`config.mk`:
```
export PLATFORM = sky130hd
export DESIGN_NAME = vis_byte_framer
export DESIGN_NICKNAME = d
export VERILOG_FILES = /design/src/rtl/vis_pkg.sv /design/src/rtl/sync_fifo.sv /design/src/rtl/vis_byte_framer.sv
export SDC_FILE = /design/constraint.sdc
export NUM_CORES = 2
export LEC_CHECK = 0
export CAP_MARGIN = 20
export CORE_AREA = 5 5 359 537
export DETAILED_ROUTE_END_ITERATION = 8
export DIE_AREA = 0 0 364 542
export GPL_TIMING_DRIVEN = 0
export MAX_ROUTING_LAYER = met4
export PLACE_DENSITY = 0.63
export REMOVE_ABC_BUFFERS = 1
export SKIP_LAST_GASP = 1
export SYNTH_ARGS = -nofsm -noshare
export SYNTH_HDL_FRONTEND = slang
export SYNTH_SLANG_ARGS = --single-unit
export TNS_END_PERCENT = 50
```
`constraint.sdc`:
```
create_clock -name bus_clock -period 15.2 [get_ports bus_clock]
set_clock_uncertainty 0.1 [all_clocks]
set_input_delay 3.04 -clock bus_clock [delete_from_list [all_inputs] [get_ports bus_clock]]
set_output_delay 3.04 -clock bus_clock [all_outputs]
set_load 0.02 [all_outputs]
```
`src/rtl/vis_pkg.sv`:
```
// Shared constants and FSM encoding for the visibility byte framer.
// Header is two sync bytes plus a little-endian 16-bit sequence number.
package vis_pkg;

    localparam int         VIS_WIDTH   = 32;
    localparam logic [7:0] VIS_SYNC0   = 8'hA5;
    localparam logic [7:0] VIS_SYNC1   = 8'h5A;
    localparam int         HDR_LEN     = 4;
    localparam int         ENTRY_BYTES = 8;

    typedef enum logic [1:0] {
        ST_IDLE,
        ST_HDR,
        ST_DATA
    } state_t;

endpackage

```
`src/rtl/sync_fifo.sv`:
```
// Single-clock FIFO with occupancy count; the head entry is read
// asynchronously so a pop can load its consumer in the same cycle.
module sync_fifo #(
    parameter int DATA_W = 65,
    parameter int ABITS  = 5
) (
    input  logic              clk,
    input  logic              srst,
    input  logic              wr_en,
    input  logic [DATA_W-1:0] wr_data,
    input  logic              rd_en,
    output logic [DATA_W-1:0] rd_data,
    output logic              full,
    output logic              empty,
    output logic [ABITS:0]    level
);

    localparam int DEPTH = 1 << ABITS;

    logic [DATA_W-1:0] mem [DEPTH];
    logic [ABITS-1:0]  wr_ptr_reg;
    logic [ABITS-1:0]  rd_ptr_reg;
    logic [ABITS:0]    level_reg;

    always_ff @(posedge clk) begin
        if (wr_en) begin
            mem[wr_ptr_reg] <= wr_data;
        end
    end

    always_ff @(posedge clk) begin
        if (srst) begin
            wr_ptr_reg <= '0;
            rd_ptr_reg <= '0;
            level_reg  <= '0;
        end else begin
            if (wr_en) wr_ptr_reg <= wr_ptr_reg + 1'b1;
            if (rd_en) rd_ptr_reg <= rd_ptr_reg + 1'b1;
            case ({wr_en, rd_en})
                2'b10:   level_reg <= level_reg + 1'b1;
                2'b01:   level_reg <= level_reg - 1'b1;
                default: level_reg <= level_reg;
            endcase
        end
    end

    assign rd_data = mem[rd_ptr_reg];
    assign full    = (level_reg == (ABITS+1)'(DEPTH));
    assign empty   = (level_reg == '0);
    assign level   = level_reg;

endmodule

```
`src/rtl/vis_byte_framer.sv`:
```
// Buffers correlator visibilities and serialises each frame as
// SYNC0 SYNC1 seq_lo seq_hi followed by 8 little-endian bytes per entry.
module vis_byte_framer
    import vis_pkg::*;
#(
    parameter int         WIDTH = VIS_WIDTH,
    parameter int         ABITS = 5,
    parameter logic [7:0] SYNC0 = VIS_SYNC0,
    parameter logic [7:0] SYNC1 = VIS_SYNC1
) (
    input  logic             bus_clock,
    input  logic             bus_reset,
    input  logic [WIDTH-1:0] bus_revis_i,
    input  logic [WIDTH-1:0] bus_imvis_i,
    input  logic             bus_valid_i,
    output logic             bus_ready_o,
    input  logic             bus_last_i,
    output logic [7:0]       byte_data_o,
    output logic             byte_valid_o,
    input  logic             byte_ready_i,
    output logic             byte_last_o,
    output logic [15:0]      frame_seq_o,
    output logic [ABITS:0]   level_o
);

    localparam int ENTRY_W = 2*WIDTH + 1;

    logic               ready_en_reg;
    logic               push;
    logic               pop;
    logic               load;
    logic               xfer;
    logic [ENTRY_W-1:0] fifo_rd;
    logic               fifo_full;
    logic               fifo_empty;

    state_t             state_reg, state_next;
    logic [2:0]         cnt_reg, cnt_next;
    logic [2*WIDTH-1:0] shift_reg, shift_next;
    logic               elast_reg, elast_next;
    logic [15:0]        seq_reg, seq_next;
    logic [7:0]         data_reg, data_next;
    logic               valid_reg, valid_next;
    logic               last_reg, last_next;

    // Ready is held low for the cycle after reset so upstream never pushes into a flushing FIFO.
    always_ff @(posedge bus_clock) begin
        if (bus_reset) ready_en_reg <= 1'b0;
        else           ready_en_reg <= 1'b1;
    end

    assign bus_ready_o = ready_en_reg && !fifo_full;
    assign push        = bus_valid_i && bus_ready_o;

    sync_fifo #(
        .DATA_W (ENTRY_W),
        .ABITS  (ABITS)
    ) u_fifo (
        .clk     (bus_clock),
        .srst    (bus_reset),
        .wr_en   (push),
        .wr_data ({bus_last_i, bus_imvis_i, bus_revis_i}),
        .rd_en   (pop),
        .rd_data (fifo_rd),
        .full    (fifo_full),
        .empty   (fifo_empty),
        .level   (level_o)
    );

    always_ff @(posedge bus_clock) begin
        if (bus_reset) begin
            state_reg <= ST_IDLE;
            cnt_reg   <= '0;
            shift_reg <= '0;
            elast_reg <= 1'b0;
            seq_reg   <= '0;
            data_reg  <= '0;
            valid_reg <= 1'b0;
            last_reg  <= 1'b0;
        end else begin
            state_reg <= state_next;
            cnt_reg   <= cnt_next;
            shift_reg <= shift_next;
            elast_reg <= elast_next;
            seq_reg   <= seq_next;
            data_reg  <= data_next;
            valid_reg <= valid_next;
            last_reg  <= last_next;
        end
    end

    always_comb begin
        state_next = state_reg;
        cnt_next   = cnt_reg;
        shift_next = shift_reg;
        elast_next = elast_reg;
        seq_next   = seq_reg;
        data_next  = data_reg;
        valid_next = valid_reg;
        last_next  = last_reg;
        load       = 1'b0;
        pop        = 1'b0;
        xfer       = valid_reg && byte_ready_i;

        case (state_reg)
            ST_IDLE: begin
                if (!fifo_empty) begin
                    data_next  = SYNC0;
                    valid_next = 1'b1;
                    last_next  = 1'b0;
                    cnt_next   = '0;
                    state_next = ST_HDR;
                end
            end
            ST_HDR: begin
                if (xfer) begin
                    cnt_next = cnt_reg + 3'd1;
                    case (cnt_reg)
                        3'd0:    data_next = SYNC1;
                        3'd1:    data_next = seq_reg[7:0];
                        3'd2:    data_next = seq_reg[15:8];
                        default: load = 1'b1;
                    endcase
                    if (cnt_reg == 3'(HDR_LEN-1)) state_next = ST_DATA;
                end
            end
            ST_DATA: begin
                if (xfer) begin
                    if (cnt_reg == 3'(ENTRY_BYTES-1)) begin
                        last_next = 1'b0;
                        if (elast_reg) begin
                            seq_next   = seq_reg + 16'd1;
                            valid_next = 1'b0;
                            state_next = ST_IDLE;
                        end else if (!fifo_empty) begin
                            load = 1'b1;
                        end else begin
                            valid_next = 1'b0;
                        end
                    end else begin
                        shift_next = shift_reg >> 8;
                        data_next  = shift_reg[15:8];
                        cnt_next   = cnt_reg + 3'd1;
                        last_next  = elast_reg && (cnt_reg == 3'(ENTRY_BYTES-2));
                    end
                end else if (!valid_reg && !fifo_empty) begin
                    // Starved mid-frame: resume as soon as the next entry lands.
                    load = 1'b1;
                end
            end
            default: state_next = ST_IDLE;
        endcase

        if (load) begin
            pop        = 1'b1;
            shift_next = fifo_rd[2*WIDTH-1:0];
            elast_next = fifo_rd[2*WIDTH];
            data_next  = fifo_rd[7:0];
            valid_next = 1'b1;
            last_next  = 1'b0;
            cnt_next   = '0;
        end
    end

    always_comb begin
        byte_data_o  = data_reg;
        byte_valid_o = valid_reg;
        byte_last_o  = last_reg;
        frame_seq_o  = seq_reg;
    end

endmodule

```
After elaboration in Yosys (flattened, before gate mapping)
Memories as Yosys holds them, arrays and structs flattened. A register that Yosys moved wholly into a read port is not among the register bits.
Index checks and enable logic that the tools add are counted.
{"block": "totals", "ram_bits": 2080, "output_inout_bits": 33, "n_memories": 1, "word_cells": 120, "input_bits": 69, "reg_bits": 113}
{"name": "u_fifo.mem", "words": 32, "width": 65, "read_ports": 1, "rd_ports_with_merged_regs": 1, "wr": 1, "line_no": "sync_fifo.sv:20", "source": "logic [DATA_W-1:0] mem [DEPTH];"}
{"block": "classes", "reduce_logical": 27, "muxes": 49, "n_addsub": 6, "n_eq_ne": 25}
{"op": "64-bit two-way mux", "n": 4}
{"op": "8-bit one-hot mux with 3 select lines", "n": 2}
{"op": "8-bit two-way mux", "n": 5}
{"op": "1-bit two-way mux", "n": 20}
{"op": "16-bit by 1-bit adder with 16-bit output (second input constant)", "n": 1}
{"op": "2-bit != test (second input constant)", "n": 8}
{"op": "3-bit != test (second input constant)", "n": 5}
{"op": "2-bit two-way mux", "n": 6}
{"op": "3-bit two-way mux", "n": 4}
{"op": "6-bit one-hot mux with 2 select lines", "n": 1}
{"op": "6-bit AND reduction", "n": 2}
{"op": "5-bit by 1-bit adder with 5-bit output (second input constant)", "n": 2}
{"op": "5-bit two-way mux", "n": 2}
{"op": "5-bit AND reduction", "n": 2}
{"op": "3-bit one-hot mux with 3 select lines", "n": 1}
{"op": "2-bit nonzero test", "n": 4}
{"op": "6-bit by 1-bit adder with 6-bit output (second input constant)", "n": 1}
{"op": "3-bit by 2-bit == test with 1-bit output (second input constant)", "n": 2}
{"op": "3-bit == test (second input constant)", "n": 2}
{"op": "6-bit == test (second input constant)", "n": 1}
{"op": "6-bit zero test", "n": 1}
{"op": "1-bit one-hot mux with 2 select lines", "n": 3}
{"op": "2-bit one-hot mux with 3 select lines", "n": 1}
{"op": "3-bit AND reduction", "n": 2}
{"op": "other kinds (16)", "n": 25}

Longest topological paths before layout
{"block": "depth", "depth_word": 9, "ltp_mapped": 18, "depth_no_buf": 16}

Cells and area by module
Synthesis repeated with hierarchy kept, for this count alone.
{"block": "hier_totals", "hier_cells": 4342, "hier_area_um2": 84728.8}
{"mod": "sync_fifo", "cells_each": 3861, "seq_area_each_um2": 62880.3, "instances": 1, "area_per_inst_um2": 80425.9}
{"mod": "vis_byte_framer", "cells_each": 481, "seq_area_each_um2": 1781.7, "instances": 1, "area_per_inst_um2": 4302.9}

Worst setup path after synthesis
No wires, ideal clock.
{"block": "synth_path", "kind": "input port to flip-flop", "from": "input bus_valid_i", "to": "memory u_fifo.mem[15][0], enable pin", "arrival_ns": 6.308, "path_buffers": 1, "cell_stages": 4, "required_ns": 14.610, "setup_time_ns": 0.490, "setup_slack_ns": 8.303, "cell_sequence": "and2_1 > buf_2 > nand2_1 > nor2_1"}
{"block": "synth_between", "elab_chain_cells": 3}
{"item": "start: declaration", "line_no": "vis_byte_framer.sv:15", "source": "input logic bus_valid_i,"}
{"item": "1-bit logical AND", "line_no": "vis_byte_framer.sv:53", "source": "assign push = bus_valid_i && bus_ready_o;"}
{"item": "1-bit two-way mux", "line_no": "sync_fifo.sv:26", "source": "if (wr_en) begin"}
{"item": "1-bit two-way mux (not written as such)", "line_no": "sync_fifo.sv:27", "source": "mem[wr_ptr_reg] <= wr_data;"}
{"item": "end: declaration", "line_no": "sync_fifo.sv:20"}
Every way passes these cells.

Final worst setup path
{"block": "layout_path", "from": "input byte_ready_i", "to": "register u_fifo.level_reg[4] (netlist: u_fifo.level[4])"}
{"block": "layout_between", "elab_chain_cells": 6, "word_cells_on_any_way": 9, "cone_classes": "2 x eq/ne; 5 x mux; 2 x reduce/logical"}
{"item": "start: declaration", "line_no": "vis_byte_framer.sv:20", "source": "input logic byte_ready_i,"}
{"item": "1-bit logical AND *", "line_no": "vis_byte_framer.sv:103", "source": "xfer = valid_reg && byte_ready_i;"}
{"item": "1-bit two-way mux (on tied branches)", "line_no": "vis_byte_framer.sv:128, vis_byte_framer.sv:116"}
{"item": "1-bit one-hot mux with 2 select lines *", "line_no": "vis_byte_framer.sv:105", "source": "case (state_reg)"}
{"item": "1-bit two-way mux *", "line_no": "vis_byte_framer.sv:154", "source": "if (load) begin"}
{"item": "2-bit by 1-bit == test with 1-bit output / 2-bit == test (equally long branches)", "line_no": "sync_fifo.sv:39", "source": "case ({wr_en, rd_en})"}
{"item": "6-bit one-hot mux with 2 select lines / 2-bit nonzero test (equally long branches)"}
{"item": "end signal: assignment", "line_no": "sync_fifo.sv:40", "source": "2'b10: level_reg <= level_reg + 1'b1;"}
{"item": "end signal: assignment", "line_no": "sync_fifo.sv:41", "source": "2'b01: level_reg <= level_reg - 1'b1;"}
{"item": "end signal: assignment", "line_no": "sync_fifo.sv:42", "source": "default: level_reg <= level_reg;"}
{"item": "end: declaration", "line_no": "sync_fifo.sv:23", "source": "logic [ABITS:0] level_reg;"}
Every way passes the cells marked *; elsewhere a longest branch is shown, timed or not.
A chain may end at the register's enable or synchronous reset.

==> metrics.txt <==
worst min-delay path category reg -> reg; Post-CTS Hold Buffers 0; GR Overflow Total 0; setup bufs post-CTS 0; outcome finished clean; critical path class in -> reg; CTS tree yes; setup tns final 0 ps; GRT met3 Usage 3.91%; total CTS buffers 192; clk slew on worst S/H paths 70 ps; vias in the first global route 41100; Rel. slew slack between 20% and 30%; routed wire length 209 mm; Max-Cap Viols 0; total chip power 0.0118 W; Synth Register Bits 2190; GR Layer Usage met1 28.7%; Seq/Total Area, Yosys 77.1%; max incr delay on CP approximately 670 ps; top cells by area, synth edfxtp_1 74%, mux4_2 17%, dfxtp_1 2.6%; drt pass-1 iters 6; global-route met2 utilization 35.1%; sw frac 19.6%; core area 0.188 mm2; Post-Synthesis Cells 3681; clk_lat worst skew 810 ps; area of the multi-input gates around 0.018 mm2; largest net degree at the start of global routing 59; Setup Viol. Count Final 0; top-area cell type share of the netlist area 74.5%; P_sw 0.00230 W; Gate power share 1.9%; Top-Level Pins 102; Worst Setup Slack post-DPL about 7600 ps; Post-synth ARST share 0%; reg2reg setup slack around 10000 ps; initial antenna violation count 12; CP Capture Type flop; via count 40000; Distinct cells, synth 59; Critical Path Source Type primary input; CTS sink cnt 2190; FP Rows 195; Die Width 364 um; # port buffers 101; CP required 15800 ps; worst slew pin tran 1090 ps; most frequent cells in the layout 2080 x edfxtp_1, 616 x mux4_2, 199 x clkbuf_16; placement-stage cell area a little over 0.09 mm2; max FFs per register 2080; global routing's busiest layer met2; Fmax 147 MHz; first-pass GRT wire length roughly 300 mm; fin crit period about 6800 ps; Internal Dissipation 0.00945 W; Die Y between 500 and 600 um; FF-to-FF path depth 16; layout cells sized above 1 between 20 and 30%; ANT nets after route 0; final core utilization 51.9%; Yosys warnings 0; initial core utilization 44.7%; H-Tree Level Count 4; Root Driver clkbuf_16; WHS Path Cells 2; EDFF count, synth approximately 2100; Final WS setup 8380 ps; Synth-to-Final Area Change 16.2%; Final Max Tran Viols 0; cell area after synthesis between 0.08 and 0.09 mm2; syn_area_per_cell between 20 and 25 um2; RSZ-0062 raised after global routing false; Fillers 14100; Fin. Hold Viols 0; Placer Congestion 0.737; ys flop type edfxtp_1; CTS Buffer Depth 3; Post-CTS Resized 0; fin area 0.0974 mm2; sequential share of power 56.4%; post-DP HPWL 126 mm; wire per inst 31.7 um; drt via density 6.08; LEAKAGE 28.8 nW; GRT Total Usage 21.9%; clock share of power 41.7%; die area 0.197 mm2; Peak VDD IR ~120 uV; fin crit share between 40 and 50%; Critical-path top delay cell nand2_4; commonest non-fill, non-tap cell in the layout edfxtp_1; crit-path most repeated cell ha_1; crit-path cells clkdlybuf4s50_1 > nand2_1 > o2bb2ai_2 > nand2_4 > inv_2 > ha_1 > xor2_1 > ha_1 > a21oi_1 > nor2b_1 > o21ai_0 > a21o_1 > a31oi_1 > mux2_2; final net count 4030; Power Dens Cells between 100 and 150 mW/mm2; worst-path fanout max 52; initial detailed-routing violation count ~4800; post-synth top area cell edfxtp_1; drc violations 0; Worst EP arrival ~7400 ps; Reg area 0.0647 mm2
==> critical path: cells and delay by family <==
| kind | cells | cell delay (ps) |
|---|---|---|
| AO/OA/AOI/OAI | 5 | 1010 |
| adder cells (fa/ha/maj) | 2 | 680 |
| multiplexers | 1 | 350 |
| AND/OR/NAND/NOR | 3 | 1010 |
| buffers and inverters | 2 | 1110 |
| XOR/XNOR | 1 | 190 |
==> power by group through the flow <==
stage | clock network, W | logic, W | registers (W)
global placement | 0 | 0.000206 | 0.00677
floorplan | 0 | 0.0000740 | 0.00677
CTS | 0.00499 | 0.000221 | 0.00663
finish | 0.00490 | 0.000222 | 0.00663
global route | 0.00524 | 0.000238 | 0.00663
detailed placement | 0 | 0.000220 | 0.00676
==> routing by layer <==
metal / vias to the layer above / wire (um)
li1: 16200 / -
met1: 21700 / 81600
met2: 1743 / 105000
met3: 415 / 15000
met4: 0 / 7330
met5: - / 0
==> synthesized netlist by cell type, types with 3 or more instances <==
cell type / number
buf_4: 38
and2_1: 6
nand3_1: 23
or3_1: 4
mux4_2: 616
a211oi_1: 21
mux2i_1: 52
and4_1: 4
nand4_1: 6
xnor2_1: 7
inv_1: 11
o211ai_1: 6
a31oi_1: 4
o21ai_0: 10
a311oi_1: 48
or3b_2: 4
a2111oi_2: 3
edfxtp_1: 2080
ha_1: 19
mux2_2: 8
nor3_1: 7
buf_1: 30
o2bb2ai_1: 8
dfxtp_1: 110
xor2_1: 18
nand2_1: 135
buf_2: 65
nor2b_1: 24
o21ai_1: 4
nand2b_1: 6
o22ai_1: 49
buf_6: 10
nand3b_1: 8
clkbuf_1: 63
a22oi_1: 14
a21oi_1: 44
nor2_1: 84
o21a_1: 6
==> through the flow <==
step / hold WS, ps / cells
2_1_floorplan: 332 / 3475
3_3_place_gp: 345 / 6038
3_5_place_dp: 346 / 6209
4_1_cts: 366 / 6562
5_1_grt: 382 / 6574
6_report: 365 / 6575
==> worst paths after layout <==
path,from,endpoint
hold / removal,byte_last_o$_SDFFE_PP0P_,byte_last_o$_SDFFE_PP0P_
setup / recovery,byte_ready_i,u_fifo.level[4]$_SDFFE_PP0P_
setup reg to reg,cnt_reg[0]$_SDFFE_PP0P_,u_fifo.level[4]$_SDFFE_PP0P_
hold reg to reg,byte_last_o$_SDFFE_PP0P_,byte_last_o$_SDFFE_PP0P_
==> final cells by class <==
class	count	share of cell area, %
Antenna cell	12	0.0308
Clock buffer	261	5.46
Clock inverter	92	0.984
Inverter	13	0.0501
Multi-Input combinational cell	1272	18.8
Sequential cell	2190	66.4
Tap cell	2462	3.16
Timing Repair Buffer	273	5.08
==> cell families after synthesis <==
| family | share of synthesized area (%) |
|---|---|
| AOI/OAI and AO/OA | 1.96 |
| muxes | 17.3 |
| xor gates and xnor gates | 0.261 |
| and+or+nand+nor | 1.76 |
| buffers and inverters | 1.34 |
| adders and majority gates | 0.284 |
| DFF | 77.1 |
Power figures use the tool's default switching activity.
